--- src/rtl/seven_seg_scanner.sv ---
`default_nettype none
// ============================================================================
// Module   : seven_seg_scanner
// Brief    : Four-digit common-anode 7-segment scan driver with dead gap,
//            per-digit blanking and per-digit blinking.
// Revision : 1.0
// ============================================================================
module seven_seg_scanner #(
    parameter int REFRESH_DIV  = 100000,
    parameter int BLINK_FRAMES = 125
) (
    input  logic        clk,
    input  logic        rst_n,
    input  logic        en,
    input  logic [27:0] seg_in,
    input  logic [3:0]  dp_in,
    input  logic [3:0]  blank_mask,
    input  logic [3:0]  blink_mask,
    output logic [3:0]  an,
    output logic [6:0]  seg,
    output logic        dp,
    output logic [1:0]  digit_idx,
    output logic        frame_tick
);

    localparam int c_REF_W = (REFRESH_DIV  > 1) ? $clog2(REFRESH_DIV)  : 1;
    localparam int c_FRM_W = (BLINK_FRAMES > 1) ? $clog2(BLINK_FRAMES) : 1;

    localparam logic [c_REF_W-1:0] c_REF_LAST = c_REF_W'(REFRESH_DIV - 1);
    localparam logic [c_REF_W-1:0] c_REF_ZERO = '0;
    localparam logic [c_REF_W-1:0] c_REF_ONE  = c_REF_W'(1);
    localparam logic [c_FRM_W-1:0] c_FRM_LAST = c_FRM_W'(BLINK_FRAMES - 1);
    localparam logic [c_FRM_W-1:0] c_FRM_ZERO = '0;
    localparam logic [c_FRM_W-1:0] c_FRM_ONE  = c_FRM_W'(1);

    localparam logic [3:0] c_AN_DARK  = 4'b1111;
    localparam logic [6:0] c_SEG_DARK = 7'b1111111;

    typedef enum logic [0:0] {
        ST_GAP   = 1'b0,
        ST_DRIVE = 1'b1
    } state_t;

    state_t              r_state_q,      w_state_d;
    logic [c_REF_W-1:0]  r_ref_cnt_q,    w_ref_cnt_d;
    logic [c_FRM_W-1:0]  r_frm_cnt_q,    w_frm_cnt_d;
    logic                r_phase_q,      w_phase_d;
    logic [1:0]          r_idx_q,        w_idx_d;
    logic [3:0]          r_an_q,         w_an_d;
    logic [6:0]          r_seg_q,        w_seg_d;
    logic                r_dp_q,         w_dp_d;
    logic                r_frame_tick_q, w_frame_tick_d;

    logic [6:0]          w_digit_seg;
    logic                w_digit_dark;
    logic [3:0]          w_digit_an;

    // Pattern and anode select for the slot about to be loaded.
    always_comb begin
        w_digit_seg = seg_in[6:0];
        case (r_idx_q)
            2'd0:    w_digit_seg = seg_in[6:0];
            2'd1:    w_digit_seg = seg_in[13:7];
            2'd2:    w_digit_seg = seg_in[20:14];
            default: w_digit_seg = seg_in[27:21];
        endcase
        w_digit_dark = blank_mask[r_idx_q] | (blink_mask[r_idx_q] & r_phase_q);
        w_digit_an   = ~(4'b0001 << r_idx_q);
    end

    always_comb begin
        w_state_d      = r_state_q;
        w_ref_cnt_d    = r_ref_cnt_q;
        w_frm_cnt_d    = r_frm_cnt_q;
        w_phase_d      = r_phase_q;
        w_idx_d        = r_idx_q;
        w_an_d         = r_an_q;
        w_seg_d        = r_seg_q;
        w_dp_d         = r_dp_q;
        w_frame_tick_d = 1'b0;

        if (!en) begin
            // Parked: blink state is kept so a resumed display stays in step.
            w_state_d   = ST_GAP;
            w_idx_d     = 2'd0;
            w_ref_cnt_d = c_REF_ZERO;
            w_an_d      = c_AN_DARK;
            w_seg_d     = c_SEG_DARK;
            w_dp_d      = 1'b1;
        end else begin
            case (r_state_q)
                ST_GAP: begin
                    w_state_d   = ST_DRIVE;
                    w_ref_cnt_d = c_REF_ZERO;
                    w_seg_d     = w_digit_seg;
                    w_dp_d      = ~dp_in[r_idx_q];
                    w_an_d      = w_digit_dark ? c_AN_DARK : w_digit_an;
                end
                default: begin
                    if (r_ref_cnt_q == c_REF_LAST) begin
                        w_state_d = ST_GAP;
                        w_idx_d   = r_idx_q + 2'd1;
                        w_an_d    = c_AN_DARK;
                        w_seg_d   = c_SEG_DARK;
                        w_dp_d    = 1'b1;
                        if (r_idx_q == 2'd3) begin
                            w_frame_tick_d = 1'b1;
                            if (r_frm_cnt_q == c_FRM_LAST) begin
                                w_frm_cnt_d = c_FRM_ZERO;
                                w_phase_d   = ~r_phase_q;
                            end else begin
                                w_frm_cnt_d = r_frm_cnt_q + c_FRM_ONE;
                            end
                        end
                    end else begin
                        w_ref_cnt_d = r_ref_cnt_q + c_REF_ONE;
                    end
                end
            endcase
        end
    end

    always_ff @(posedge clk) begin
        if (!rst_n) begin
            r_state_q      <= ST_GAP;
            r_ref_cnt_q    <= c_REF_ZERO;
            r_frm_cnt_q    <= c_FRM_ZERO;
            r_phase_q      <= 1'b0;
            r_idx_q        <= 2'd0;
            r_an_q         <= c_AN_DARK;
            r_seg_q        <= c_SEG_DARK;
            r_dp_q         <= 1'b1;
            r_frame_tick_q <= 1'b0;
        end else begin
            r_state_q      <= w_state_d;
            r_ref_cnt_q    <= w_ref_cnt_d;
            r_frm_cnt_q    <= w_frm_cnt_d;
            r_phase_q      <= w_phase_d;
            r_idx_q        <= w_idx_d;
            r_an_q         <= w_an_d;
            r_seg_q        <= w_seg_d;
            r_dp_q         <= w_dp_d;
            r_frame_tick_q <= w_frame_tick_d;
        end
    end

    assign an         = r_an_q;
    assign seg        = r_seg_q;
    assign dp         = r_dp_q;
    assign digit_idx  = r_idx_q;
    assign frame_tick = r_frame_tick_q;

endmodule
`default_nettype wire

--- config.mk ---
export PLATFORM = sky130hd
export DESIGN_NAME = seven_seg_scanner
export DESIGN_NICKNAME = d
export VERILOG_FILES = /design/src/rtl/seven_seg_scanner.sv
export SDC_FILE = /design/constraint.sdc
export NUM_CORES = 1
export LEC_CHECK = 0
export CAP_MARGIN = 20
export CORE_MARGIN = 2
export CORE_UTILIZATION = 25
export DETAILED_ROUTE_END_ITERATION = 10
export GPL_TIMING_DRIVEN = 0
export SLEW_MARGIN = 10
export SYNTH_ARGS = -nofsm -noshare
export SYNTH_HDL_FRONTEND = slang
export SYNTH_SLANG_ARGS = --single-unit
--- constraint.sdc ---
create_clock -name clk -period 2.05 [get_ports clk]
set_input_delay 0.3075 -clock clk [delete_from_list [all_inputs] [get_ports clk]]
set_output_delay 0.3075 -clock clk [all_outputs]
set_load 0.02 [all_outputs]
# Yosys cells after proc, flatten, opt, wreduce, memory -nomap -nowiden
# Index checks and enable logic that the tools add are counted.
# W data, S select, Z words.
[op_classes]
add_sub_neg = 3
n_mul = 0
n_div = 0
magnitude_cmp = 1
eq_ne = 6
n_shift = 1
n_mux = 18
n_bitwise = 5
n_reduce_logical = 7
[op_table]
columns = ["op", "n"]
rows = [
  ["$mux W7", 3],
  ["$pmux W7 S3", 1],
  ["$add A17 B1 Y17 const B", 1],
  ["$eq A17 B17 Y1 const B", 1],
  ["$mux W4", 3],
  ["$mux W1", 8],
  ["$reduce_and A4 Y1", 2],
  ["$add A7 B1 Y7 const B", 1],
  ["$eq A7 B7 Y1 const B", 1],
  ["$bmux W1 S2", 3],
  ["$reduce_and A5 Y1", 1],
  ["$eq A2 B2 Y1 const B", 2],
  ["$not A4 Y4", 1],
  ["$reduce_and A2 Y1", 2],
  ["$shl A1 B2 Y4 const A", 1],
  ["$lt A2 B3 Y1 const B", 1],
  ["$reduce_and A3 Y1", 1],
  ["$add A2 B1 Y2 const B", 1],
  ["$eq A2 B1 Y1 const B", 1],
  ["$logic_not A2 Y1", 1],
  ["$ne A2 B1 Y1 const B", 1],
  ["$not A1 Y1", 2],
  ["$and A1 B1 Y1", 1],
  ["$or A1 B1 Y1", 1],
]
[totals]
register_bits = 41
latch_bits = 0
ramBits = 0
mem_bits_ro = 0
input_bits = 43
out_inout_bits = 15
word_cells = 50
mem_count = 0

# Longest topological paths before layout
[depth]
word_depth = 6
depth_mapped = 7
ltp_nobuf = 6

# Worst setup path after synthesis
# No wires, ideal clock.
[synth_timing]
path_type = "register to register"
start = "reg r_idx_q[1], in the netlist digit_idx[1]"
end = "reg r_phase_q"
arrival_time_ns = 1.814
t_required_ns = 1.980
path_slack_ns = 0.167
path_stages_with_launch = 7
path_buffers = 1
cell_sequence = "dfxtp_1 > ha_1 > nand3_1 > or2_0 > clkbuf_2 > or4_1 > a21oi_1"
[synth_between]
elab_chain_len = 2
[synth_lines]
columns = ["item", "line", "rtl"]
rows = [
  ["from (decl)", "48", "logic [1:0] r_idx_q, w_idx_d;"],
  ["from (signal assigned)", "139", "r_idx_q <= w_idx_d;"],
  ["$eq A2 B2 Y1", "106", "if (r_idx_q == 2'd3) begin"],
  ["$reduce_and A5 Y1 (no source line)", "n/a", ""],
  ["to (signal assigned)", "138", "r_phase_q <= w_phase_d;"],
  ["to (decl)", "47", "logic r_phase_q, w_phase_d;"],
]
# Every way passes these cells.
# A chain may end at the register's enable or synchronous reset.

# Worst setup path after layout
# Same ends and word-level chain as after synthesis.

==> tab_implementation.tex <==
\begin{tabular}{lr}
\hline
Metric & Value \\
\hline
\multicolumn{2}{l}{\textbf{Finish}} \\
Sequential cell area & 823 sq um \\
Most frequent cells in the layout & sky130\_fd\_sc\_hd\_\_clkdlybuf4s50\_1, sky130\_fd\_sc\_hd\_\_dfxtp\_1, sky130\_fd\_sc\_hd\_\_a21oi\_1, sky130\_fd\_sc\_hd\_\_nand2\_1 \\
Final non-filler cell total & 407 \\
Post-synthesis to final-layout area growth & 39.7\% \\
N\_diodes & 0 \\
Proportion of layout cells with a drive suffix above 1 & 6.95\% \\
Most common library cell in the layout ignoring fill and taps & sky130\_fd\_sc\_hd\_\_clkdlybuf4s50\_1 \\
Net count reported at finish & 352 \\
Count of filler cells inserted in the layout & 854 \\
Area used by multi-input combinational logic & 1170 sq um \\
Fin util & 35.8\% \\
\multicolumn{2}{l}{\textbf{CTS}} \\
Post-CTS setup buffers & 0 \\
Clock transition at path regs & 90 ps \\
TritonCTS clock tree & yes \\
Clock latency reported for the late side of the worst-skew pair & 300 ps \\
Clock Tree Buf Depth & 2 \\
H-Tree Depth & 2 \\
Clock tree sinks & 41 \\
Number of buffers added by the clock tree synthesis step & 5 \\
Buffer cell driving the clock tree root & sky130\_fd\_sc\_hd\_\_clkbuf\_8 \\
\multicolumn{2}{l}{\textbf{Global routing}} \\
Met3 Track Usage GR & 4.03\% \\
Fraction of met2 tracks used by global routing & 21.0\% \\
Largest net degree at the start of global routing & 13 \\
Global-route wire length before repair & 9470 um \\
Total routing resource utilization after global routing & 13.3\% \\
GR Util met1 & 17.0\% \\
Layer carrying the most global-route usage & met2 \\
Number of antenna violations at the first check in global routing & 0 \\
Number of global-route vias before repair & 2,030 \\
Sum of overflow across all layers after global routing & 0 \\
\multicolumn{2}{l}{\textbf{Synth}} \\
Synthesized area & 2080 sq um \\
Synthesized net count & 288 \\
Number of synthesized register bits & 41 \\
Post-synthesis instance total & 237 \\
Sequential-to-total area share from yosys stat & 39.4\% \\
Number of warning messages in the yosys log & 0 \\
Synth Area per Inst & 8.79 sq um \\
Unique cell type count in the Yosys netlist & 45 \\
\multicolumn{2}{l}{\textbf{Timing}} \\
Final setup viols & 0 \\
Highest Clock Rate & 0.520 GHz \\
Measured slew at the worst slew-check pin & 524 ps \\
Final Hold Fails & 0 \\
Final min period & 1920 ps \\
Slew Limit Headroom & 64.9\% \\
Clock skew & 15.8 ps \\
Fin Hold WS & 491 ps \\
Share of the clock period used by the worst path after layout & 93.8\% \\
Worst-case setup margin in the final layout & 127 ps \\
Slew Limit Fails & 0 \\
Setup repair after global routing missed its margin & false \\
\multicolumn{2}{l}{\textbf{Place}} \\
Post-DP HPWL & 4200 um \\
Count of input and output buffers & 57 \\
Post-Place Worst Slack & -20.5 ps \\
Final GP Congestion & 0.819 \\
Dpl cells & 399 \\
\multicolumn{2}{l}{\textbf{Worst setup path}} \\
Max FO, Critical Path & 10 \\
Required time at the endpoint of the critical path & 2290 ps \\
Worst setup EP type & register \\
Crit path arrival time & 2170 ps \\
Critical path type & reg -> reg \\
Critical Path Max Stage Delay & 490 ps \\
Critical Path, Cell by Cell & ha\_1 > nand3\_1 > or2\_0 > clkbuf\_2 > or4\_1 > a21oi\_1 \\
CP bufs+invs & 1 \\
Startpoint types & register \\
Library cell contributing the largest single delay on the critical path & sky130\_fd\_sc\_hd\_\_or4\_1 \\
Top cell family by delay on the critical path & simple AND/OR/NAND/NOR gates \\
\multicolumn{2}{l}{\textbf{Floorplanning}} \\
Area of the die & 9080 sq um \\
Die Span X & 95.3 um \\
I/O Pins & 58 \\
Starting utilization of the core area & 25.6\% \\
Number of placement rows & 33 \\
Die Y-Extent & 95.3 um \\
Area of the placeable core & 8130 sq um \\
\multicolumn{2}{l}{\textbf{Pwr}} \\
Largest vdd supply drop & 0.249 mV \\
Total power draw & 1.65 mW \\
Power density relative to cell area & 567 nW/um\^{}2 \\
Leakage Power & 0.978 nW \\
\multicolumn{2}{l}{\textbf{Job}} \\
Max Cap Viol & 0 \\
\multicolumn{2}{l}{\textbf{Detailed routing}} \\
Count of routing violations after the opening detailed-route iteration & 82 \\
DRC errors left & 0 \\
WL final & 5710 um \\
Routed Antenna Nets & 0 \\
Via-per-instance ratio & 5.07 \\
Pre-antenna DRT Iters & 4 \\
Via count of the routed design & 2,063 \\
Routed length per instance & 14.0 um \\
\multicolumn{2}{l}{\textbf{Status}} \\
Status & complete, no violations \\
\multicolumn{2}{l}{\textbf{Worst hold path}} \\
Worst min-delay path class & reg -> reg \\
\hline
\end{tabular}
## per-layer routing
| layer | vias to the layer above | share of wire [%] | wire, um |
|---|---|---|---|
| li1 | 1040 | - | - |
| met1 | 954 | 47 | 2700 |
| met2 | 60 | 43 | 2460 |
| met3 | 9 | 8.1 | 460 |
| met4 | 0 | 1.6 | 91 |
| met5 | - | 0 | 0 |
## through the flow
stage	instance area, sq um	setup TNS, ps
floorplan	2080	0
global placement	2790	0
detailed placement	2790	-20.5
CTS	2900	0
global route	2910	0
finish	2910	0
## worst register-to-register path, stage by stage, from the launching register on
cell and delay (ps):
sky130_fd_sc_hd__dfxtp_2 450, sky130_fd_sc_hd__ha_1 250, sky130_fd_sc_hd__nand3_1 140, sky130_fd_sc_hd__or2_0 220
sky130_fd_sc_hd__clkbuf_2 170, sky130_fd_sc_hd__or4_1 490, sky130_fd_sc_hd__a21oi_1 150
## path summary, 6_finish.rpt
kind,start,end,slack (ps),depth (start not counted)
worst max-delay path,digit_idx[1],r_phase_q,130,6
worst min-delay path,seg[3],seg[3],490,1
worst max register to register,digit_idx[1],r_phase_q,130,6
worst min register to register,seg[3],seg[3],490,1
## Yosys cell counts, drive strengths merged
master / count / area [sq um]
nand2b: 3 / 18.8
nor4: 3 / 18.8
o21a: 1 / 7.51
o31ai: 2 / 15.0
and2: 1 / 6.26
and4: 4 / 35.0
a31o: 2 / 17.5
and3b: 1 / 8.76
ha: 8 / 100
a211oi: 4 / 30.0
o21bai: 1 / 7.51
buf: 7 / 37.5
or4: 3 / 22.5
o211ai: 2 / 15.0
mux4: 1 / 22.5
mux2i: 1 / 10.0
a21boi: 1 / 7.51
nand3: 9 / 45.0
nand2: 19 / 71.3
and3: 4 / 25.0
a2111oi: 1 / 15.0
nand4: 11 / 68.8
a222oi: 7 / 70.1
inv: 7 / 26.3
clkbuf: 8 / 31.3
nor2: 9 / 33.8
a2bb2oi: 11 / 96.3
nor4b: 3 / 38.8
o32ai: 2 / 17.5
or2: 2 / 12.5
a311oi: 1 / 8.76
a31oi: 6 / 37.5
xor2: 6 / 52.6
o21ai: 17 / 85.1
dfxtp: 41 / 821
nor3: 4 / 20.0
nor2b: 1 / 6.26
or3: 4 / 25.0
a21oi: 19 / 95.1
## power by group
part / switching, mW / total [mW] / internal (mW)
logic: 0.0518 / 0.155 / 0.103
clock network: 0.287 / 0.684 / 0.397
registers: 0.00522 / 0.810 / 0.805
total: 0.344 / 1.65 / 1.31
## timing repair
item	CTS	global route
hold buffers	0	0
resized for setup	0	3
endpoints found under the setup margin	0	7
## registers in the layout, summed over array words and instances, names as in the netlist
register	flops
digit_idx	2
r_ref_cnt_q	17
frame_tick	1
r_state_q	1
dp	1
r_frm_cnt_q	7
an	4
seg	7
r_phase_q	1
## final cells by class
class	count	share of cell area (%)
tap	105	4.51
clock inverter	1	1.03
timing repair buffer	57	19.6
clock buffer	7	2.97
multi-input combinational	174	40.3
inverter	7	0.903
buffer	15	2.36
sequential	41	28.3
## logic make-up (layout without fill, tap and decap cells)
family                     after synthesis  count (layout)  synth area share [%]
AOI/OAI and AO/OA                       77              77                  25.2
xor gates and xnor gates                 6               6                  2.52
adders and majority gates                8               8                  4.80
buffers and inverters                   22              87                  4.56
DFF                                     41              41                  39.4
muxes                                    2               2                  1.56
and+or+nand+nor                         81              81                  21.9
No activity file was read; power rests on OpenSTA's default activity.
